===== config.mk =====
export PLATFORM = sky130hd
export DESIGN_NAME = pc_seq_unit
export DESIGN_NICKNAME = d
export VERILOG_FILES = /design/src/rtl/pc_seq_unit.sv
export SDC_FILE = /design/constraint.sdc
export NUM_CORES = 1
export LEC_CHECK = 0
export ABC_CLOCK_PERIOD_IN_PS = 3040
export BUFFER_PORTS_ARGS = -buffer_cell sky130_fd_sc_hd__buf_2
export CORE_MARGIN = 1.5
export CORE_UTILIZATION = 30
export CTS_CLUSTER_DIAMETER = 80
export DETAILED_ROUTE_END_ITERATION = 16
export PLACE_DENSITY = 0.57
export SLEW_MARGIN = 20
export SYNTH_ARGS = -nofsm -noshare
export SYNTH_HDL_FRONTEND = slang
export SYNTH_SLANG_ARGS = --single-unit

===== constraint.sdc =====
create_clock -name CLK -period 3.04 [get_ports CLK]
set_input_delay 0.152 -clock CLK [delete_from_list [all_inputs] [get_ports CLK]]
set_output_delay 0.152 -clock CLK [all_outputs]
set_load 0.05 [all_outputs]

===== src/rtl/pc_seq_unit.sv =====
// Program-counter sequencer for the RV32 fetch stage with configurable branch-resolution latency.
// Optional misaligned-target trap enabled by defining PC_MISALIGN_TRAP_EN.
module pc_seq_unit #(
  parameter int unsigned     XLEN         = 32,
  parameter logic [XLEN-1:0] RESET_VECTOR = '0,
  parameter int unsigned     RESOLVE_LAT  = 1,
  parameter logic [XLEN-1:0] TRAP_VECTOR  = 'h100
) (
  input  logic            CLK,
  input  logic            RESET,
  input  logic            hold,
  input  logic [6:0]      OP,
  input  logic            b_taken,
  input  logic [XLEN-1:0] up_amt,
  output logic [XLEN-1:0] IP,
  output logic [XLEN-1:0] PC_def,
  output logic            fetch_valid,
  output logic            busy,
  output logic            misalign
);

  localparam int unsigned     CNT_W    = $clog2(RESOLVE_LAT + 1);
  localparam logic [CNT_W-1:0] CNT_LOAD = CNT_W'(RESOLVE_LAT);
  localparam logic [CNT_W-1:0] CNT_ONE  = CNT_W'(1);
  localparam logic [XLEN-1:0]  INC      = XLEN'(4);

  typedef enum logic {
    RUN,
    WAIT
  } state_t;

  state_t          state;
  logic [XLEN-1:0] ip_q;
  logic [XLEN-1:0] br_pc;
  logic [CNT_W-1:0] cnt;

  logic            cf;
  logic [XLEN-1:0] tgt_taken;
  logic [XLEN-1:0] tgt_next;

  always_comb begin
    cf        = (OP == 7'b1101111) || (OP == 7'b1100111) || (OP == 7'b1100011);
    tgt_taken = br_pc + up_amt;
    tgt_next  = b_taken ? tgt_taken : (br_pc + INC);
  end

`ifdef PC_MISALIGN_TRAP_EN
  logic mis_q;
  logic trap;

  // Only a taken target can be misaligned; the fall-through is always word aligned.
  always_comb begin
    trap = b_taken && (tgt_taken[1:0] != 2'b00);
  end

  always_ff @(posedge CLK or posedge RESET) begin
    if (RESET) begin
      state <= RUN;
      ip_q  <= RESET_VECTOR;
      br_pc <= '0;
      cnt   <= '0;
      mis_q <= 1'b0;
    end else begin
      mis_q <= 1'b0;
      if (!hold) begin
        unique case (state)
          RUN: begin
            if (cf) begin
              br_pc <= ip_q;
              cnt   <= CNT_LOAD;
              state <= WAIT;
            end else begin
              ip_q <= ip_q + INC;
            end
          end
          WAIT: begin
            if (cnt != CNT_ONE) begin
              cnt <= cnt - CNT_ONE;
            end else begin
              cnt   <= '0;
              state <= RUN;
              if (trap) begin
                ip_q  <= TRAP_VECTOR;
                mis_q <= 1'b1;
              end else begin
                ip_q <= tgt_next;
              end
            end
          end
          default: state <= RUN;
        endcase
      end
    end
  end

  assign misalign = mis_q;
`else
  always_ff @(posedge CLK or posedge RESET) begin
    if (RESET) begin
      state <= RUN;
      ip_q  <= RESET_VECTOR;
      br_pc <= '0;
      cnt   <= '0;
    end else if (!hold) begin
      unique case (state)
        RUN: begin
          if (cf) begin
            br_pc <= ip_q;
            cnt   <= CNT_LOAD;
            state <= WAIT;
          end else begin
            ip_q <= ip_q + INC;
          end
        end
        WAIT: begin
          if (cnt != CNT_ONE) begin
            cnt <= cnt - CNT_ONE;
          end else begin
            cnt   <= '0;
            state <= RUN;
            ip_q  <= tgt_next;
          end
        end
        default: state <= RUN;
      endcase
    end
  end

  assign misalign = 1'b0;
`endif

  assign IP          = ip_q;
  assign PC_def      = ip_q + INC;
  assign fetch_valid = (state == RUN);
  assign busy        = (state == WAIT);

endmodule


Word-level counts from Yosys, hierarchy flattened
Cells that the tools add are included.
{ "classes": {"n_reduce_logical": 5, "eq_ne": 6, "mul": 0, "n_div": 0, "order_cmp": 0, "n_mux": 10, "add_sub_neg": 4, "shift": 0, "bitwise": 2} }
{ "op_table": {"columns": ["operator", "n"], "rows": [
  ["two-way mux 32 bit", 3],
  ["adder 32 x 3 -> 32 bit, second input constant", 2],
  ["case mux 32 bit (2 select lines)", 1],
  ["adder 32 bit", 1],
  ["equality test 7 bit, second input constant", 3],
  ["AND reduction 3 bit", 2],
  ["two-way mux 1 bit", 4],
  ["inequality test 2 x 1 -> 1 bit, second input constant", 2],
  ["case mux 1 bit (2 select lines)", 2],
  ["logical OR 1 bit", 2],
  ["inequality test 2 bit, second input constant", 1],
  ["NOT 1 bit", 2],
  ["AND reduction 2 bit", 1],
  ["subtractor 1 bit, second input constant", 1]
]} }
{ "totals": {"ramBits": 0, "output_inout_bits": 67, "word_cells": 31, "latch_bits": 0, "regBits": 66, "input_bits": 43, "mem_count": 0, "mem_bits_ro": 0} }

Depth between registers and ports, before layout
{ "logic_depth": {"word_depth": 5, "ltp_mapped": 11, "mapped_depth_nobuf": 11} }

Worst setup path after synthesis
No wires, ideal clock.
{ "synth_timing": {"kind": "register to register", "startpoint": "register ip_q[2], in the netlist IP[2]", "endpoint": "register ip_q[20], in the netlist IP[20]", "stages_incl_launch_ff": 10, "t_required_ns": 2.958, "arrival_ns": 3.134, "period_less_slack_ns": 3.216, "n_path_buf": 0, "setup_ns": 0.082, "slack_ns": -0.176, "path_cell_list": "dfrtp_1 -> ha_1 -> and3_1 -> and2_1 -> nand3_1 -> or2_2 -> nor2b_1 -> xor2_1 -> a21oi_1 -> a31oi_1"} }
{ "synth_via": {"elab_chain_len": 3} }
{ "synth_rtl": {"columns": ["element", "line", "source"], "rows": [
  ["start: declaration", "33", "logic [XLEN-1:0] ip_q;"],
  ["start signal: assignment", "112", "ip_q <= ip_q + INC;"],
  ["start signal: assignment", "121", "ip_q <= tgt_next;"],
  ["adder 32 x 3 -> 32 bit", null, null],
  ["net PC_def[20]", "16", "output logic [XLEN-1:0] PC_def,"],
  ["two-way mux 32 bit", "107", "if (cf) begin"],
  ["case mux 32 bit (2 select lines)", "105", "unique case (state)"]
]} }
The timed path passes the listed nets, and every way through them passes these cells. The select of a mux whose other input is x is not followed.
A chain may end at the register's enable or synchronous reset.

Worst setup path after layout
{ "layout_timing": {"startpoint": "register br_pc[0]", "endpoint": "register ip_q[30], in the netlist IP[30]"} }
{ "layout_via": {"elab_chain_len": 4, "word_cells_on_any_way": 5, "cone_classes": "add/sub: 2; mux: 3"} }
{ "layout_rtl": {"columns": ["element", "line", "source"], "rows": [
  ["start: declaration", "34", "logic [XLEN-1:0] br_pc;"],
  ["start signal: assignment", "108", "br_pc <= ip_q;"],
  ["adder 32 x 3 -> 32 bit or adder 32 bit (tied branches)", "44, 43", null],
  ["two-way mux 32 bit *", "44", "tgt_next = b_taken ? tgt_taken : (br_pc + INC);"],
  ["two-way mux 32 bit *", "116", "if (cnt != CNT_ONE) begin"],
  ["case mux 32 bit (2 select lines) *", "105", null]
]} }
Every way passes the cells marked *; elsewhere a longest branch is shown, timed or not. The select of a mux whose other input is x is not followed.

==> run metrics <==
synth cell count leaders dfrtp_1 (66), a21oi_1 (65), nand2_1 (61); horizontal extent of the die 142 microns; first-pass GRT wire length 30.7 mm; summed instance area of the synthesized netlist 5760 sq um; global routing usage summed across all routing layers 19.9%; register clock-pin slew on the reported worst setup and hold paths 0.06 ns; unrepaired setup endpoints after global routing true; Fin Clk Skew 0.00672 ns; cell count after placement 1,036; Setup Crit Path Kind flop to flop; worst max-slew margin expressed relative to the limit 49.2%; IO Pins 110; post-synthesis area per instance 8.29 sq um; Final Non-Filler Cells 1,055; flip-flop and latch count after synthesis 66; remaining antenna violation count 0; initial core utilization 30.7%; Detailed Place HPWL 14.8 mm; Achievable Freq 334 MHz; post-placement worst setup slack -0.181 ns; highest ir drop seen on vdd 0.488 mV; Critical Path Start Type flop; Clock Path Buffers 2; routability cong. 0.896; Post-Syn Nets 772; Inserted Diodes 0; CTS Sinks 66; Routed Wire Length 19.4 mm; number of buffers inserted by port buffering 108; power per cell area 976 nW/um^2; final hold violations 0; clock period minus final worst setup slack 3.00 ns; vias in the first global route 5,372; Synth warnings 0; part of the Yosys area used for sequential elements 28.7%; floorplan row count 50; number of distinct library cells after synthesis 59; largest net degree at the start of global routing 38; net count reported at finish 896; post-synthesis cell type with the largest combined area dfrtp_1; final total power 0.00694 W; area enclosed by the die boundary 20,000 sq um; endpoints failing setup 0; post-layout utilization of the core 37.9%; most frequent cell after synthesis dfrtp_1; Worst EP arrival 3.23 ns; count of maximum capacitance violations 0; data required time at the worst endpoint 3.27 ns; leakage component of the power 3.33 nW; hold_ws 0.185 ns; average detailed-routed wire length per instance 18.4 microns; total count of max-transition violations in the final report 0; ys flop type dfrtp_1; Core Area 18,800 sq um; cell family with the largest share of critical-path delay compound AO/OA/AOI/OAI gates; Cells after Synth 695; DRC errors left 0; cell with the largest stage delay on the worst path fa_2; DRC marker count from the first detailed-route iteration 377; fraction of final layout cells sized beyond drive strength 1 26.2%; TritonCTS buffer count 9; result of the run complete, no violations; measured slew at the worst slew-check pin 0.761 ns; worst setup margin 0.0430 ns; initial antenna violation count 0; type of destination of the critical path flop; crit path max fanout 5; final worst path period share 98.6%; layout filler cell count 1,948; insertion delay of the later-clocked pin in the worst-skew pair 0.35 ns; area delta synth->final 23.5%; post-synthesis async set-or-reset flop share 100%; root cell of the clock tree clkbuf_16; Chip Height 142 microns; list of cells traversed by the critical path ha_4 > fa_2 > a21oi_4 > nor2_2 > or2_4 > o211a_1 > a221o_2 > a221oi_4 > buf_4 > o21ai_0 > nand3_2 > o21ai_2; first drt pass iteration count 5; TritonCTS clock tree yes; per-cell via count in the routed design 5.39; most area-consuming cells after synthesis dfrtp_1 (29%), xnor2_1 (7.3%), ha_1 (7.2%), mux2_2 (5.9%), a21oi_1 (5.6%); vias 5,685; count of flip-flops with a built-in enable after synthesis 0; grt ovf 0; biggest cell delay along the critical path 0.42 ns; buffering stage count on the worst path with inverters included 1; H-Tree Depth 3; area share of the leading cell type in the synthesized netlist 28.7%; worst hold path type input pin to flop
==> through the flow <==
| stage | setup TNS (ns) | cell area, sq um |
|---|---|---|
| global route | -0.190 | 7110 |
| floorplan | 0 | 5790 |
| detailed placement | -0.494 | 6750 |
| CTS | 0 | 7040 |
| global placement | -0.307 | 6750 |
| finish | 0 | 7110 |
==> worst reg2reg max path, stage by stage (launching register included) <==
cell and delay (ns):
dfrtp_1 0.41, ha_4 0.18, fa_2 0.42, a21oi_4 0.17
nor2_2 0.05, or2_4 0.23, o211a_1 0.23, a221o_2 0.38
a221oi_4 0.35, buf_4 0.18, o21ai_0 0.11, nand3_2 0.10
o21ai_2 0.05
==> cells in the final DEF, fill, tap and decap left out, types with 20 or more instances in the layout <==
master	count
a21o_1	20
a21oi_1	63
buf_2	108
buf_4	38
dfrtp_1	66
ha_1	32
mux2_2	30
nand2_1	61
nand3_1	38
nor2_1	47
o21ai_0	51
xnor2_1	45
xor2_1	29
==> power breakdown <==
group	switching [W]	total [W]	internal, W
clock network	0.000398	0.000982	0.000583
logic	0.00292	0.00424	0.00132
registers	0.000526	0.00171	0.00118
==> metal layers <==
layer	global-route usage, %	wire length [microns]	up-vias	part of all wire [%]
met5	0	0	-	0
met4	5.70	268	0	1.4
met3	3.81	1020	22	5.3
met2	31.5	8890	159	46
met1	27.4	9220	2739	48
li1	-	-	2765	-
==> flip-flops by register name (all words and copies together) (netlist names) <==
register  count
br_pc        32
cnt           1
busy          1
IP           32
==> cells by family after synthesis <==
| family | Yosys count | share of synthesized area (%) |
|---|---|---|
| buf+inv | 46 | 3.26 |
| compound gates | 198 | 21.2 |
| xor+xnor | 78 | 11.9 |
| mux | 37 | 7.08 |
| simple gates | 235 | 20.4 |
| fa+ha+maj | 34 | 7.52 |
| flops | 66 | 28.7 |
| other cells | 1 | 0.0651 |
==> area by class of cell <==
| cell class | instances | area [sq um] | share of cell area (%) |
|---|---|---|---|
| timing repair buffer | 148 | 856 | 12.0 |
| tap | 234 | 293 | 4.12 |
| multi-input combinational | 583 | 4010 | 56.4 |
| sequential | 66 | 1650 | 23.2 |
| inverter | 11 | 41.3 | 0.581 |
| clock buffer | 13 | 260 | 3.66 |
==> worst paths after layout <==
kind | start | to | slack [ns] | cells after the start
worst max register to register | br_pc[0] | IP[30] | 0.04 | 12
worst max-delay path | br_pc[0] | IP[30] | 0.04 | 12
min in group asynchronous | RESET | br_pc[21] | 0.48 | 3
max in group asynchronous | RESET | IP[7] | 1.88 | 4
worst min-delay path | hold | busy | 0.19 | 3
worst min register to register | cnt | cnt | 0.49 | 1
==> what timing repair did <==
action	4_1_cts	5_1_grt
hold endpoints to repair	29	0
hold buffers	1	0
pin swaps	1	12
gates resized for setup	3	15
setup endpoints to repair	6	16
setup buffers	2	3
Note: power is estimated with default switching activity, not from simulation.
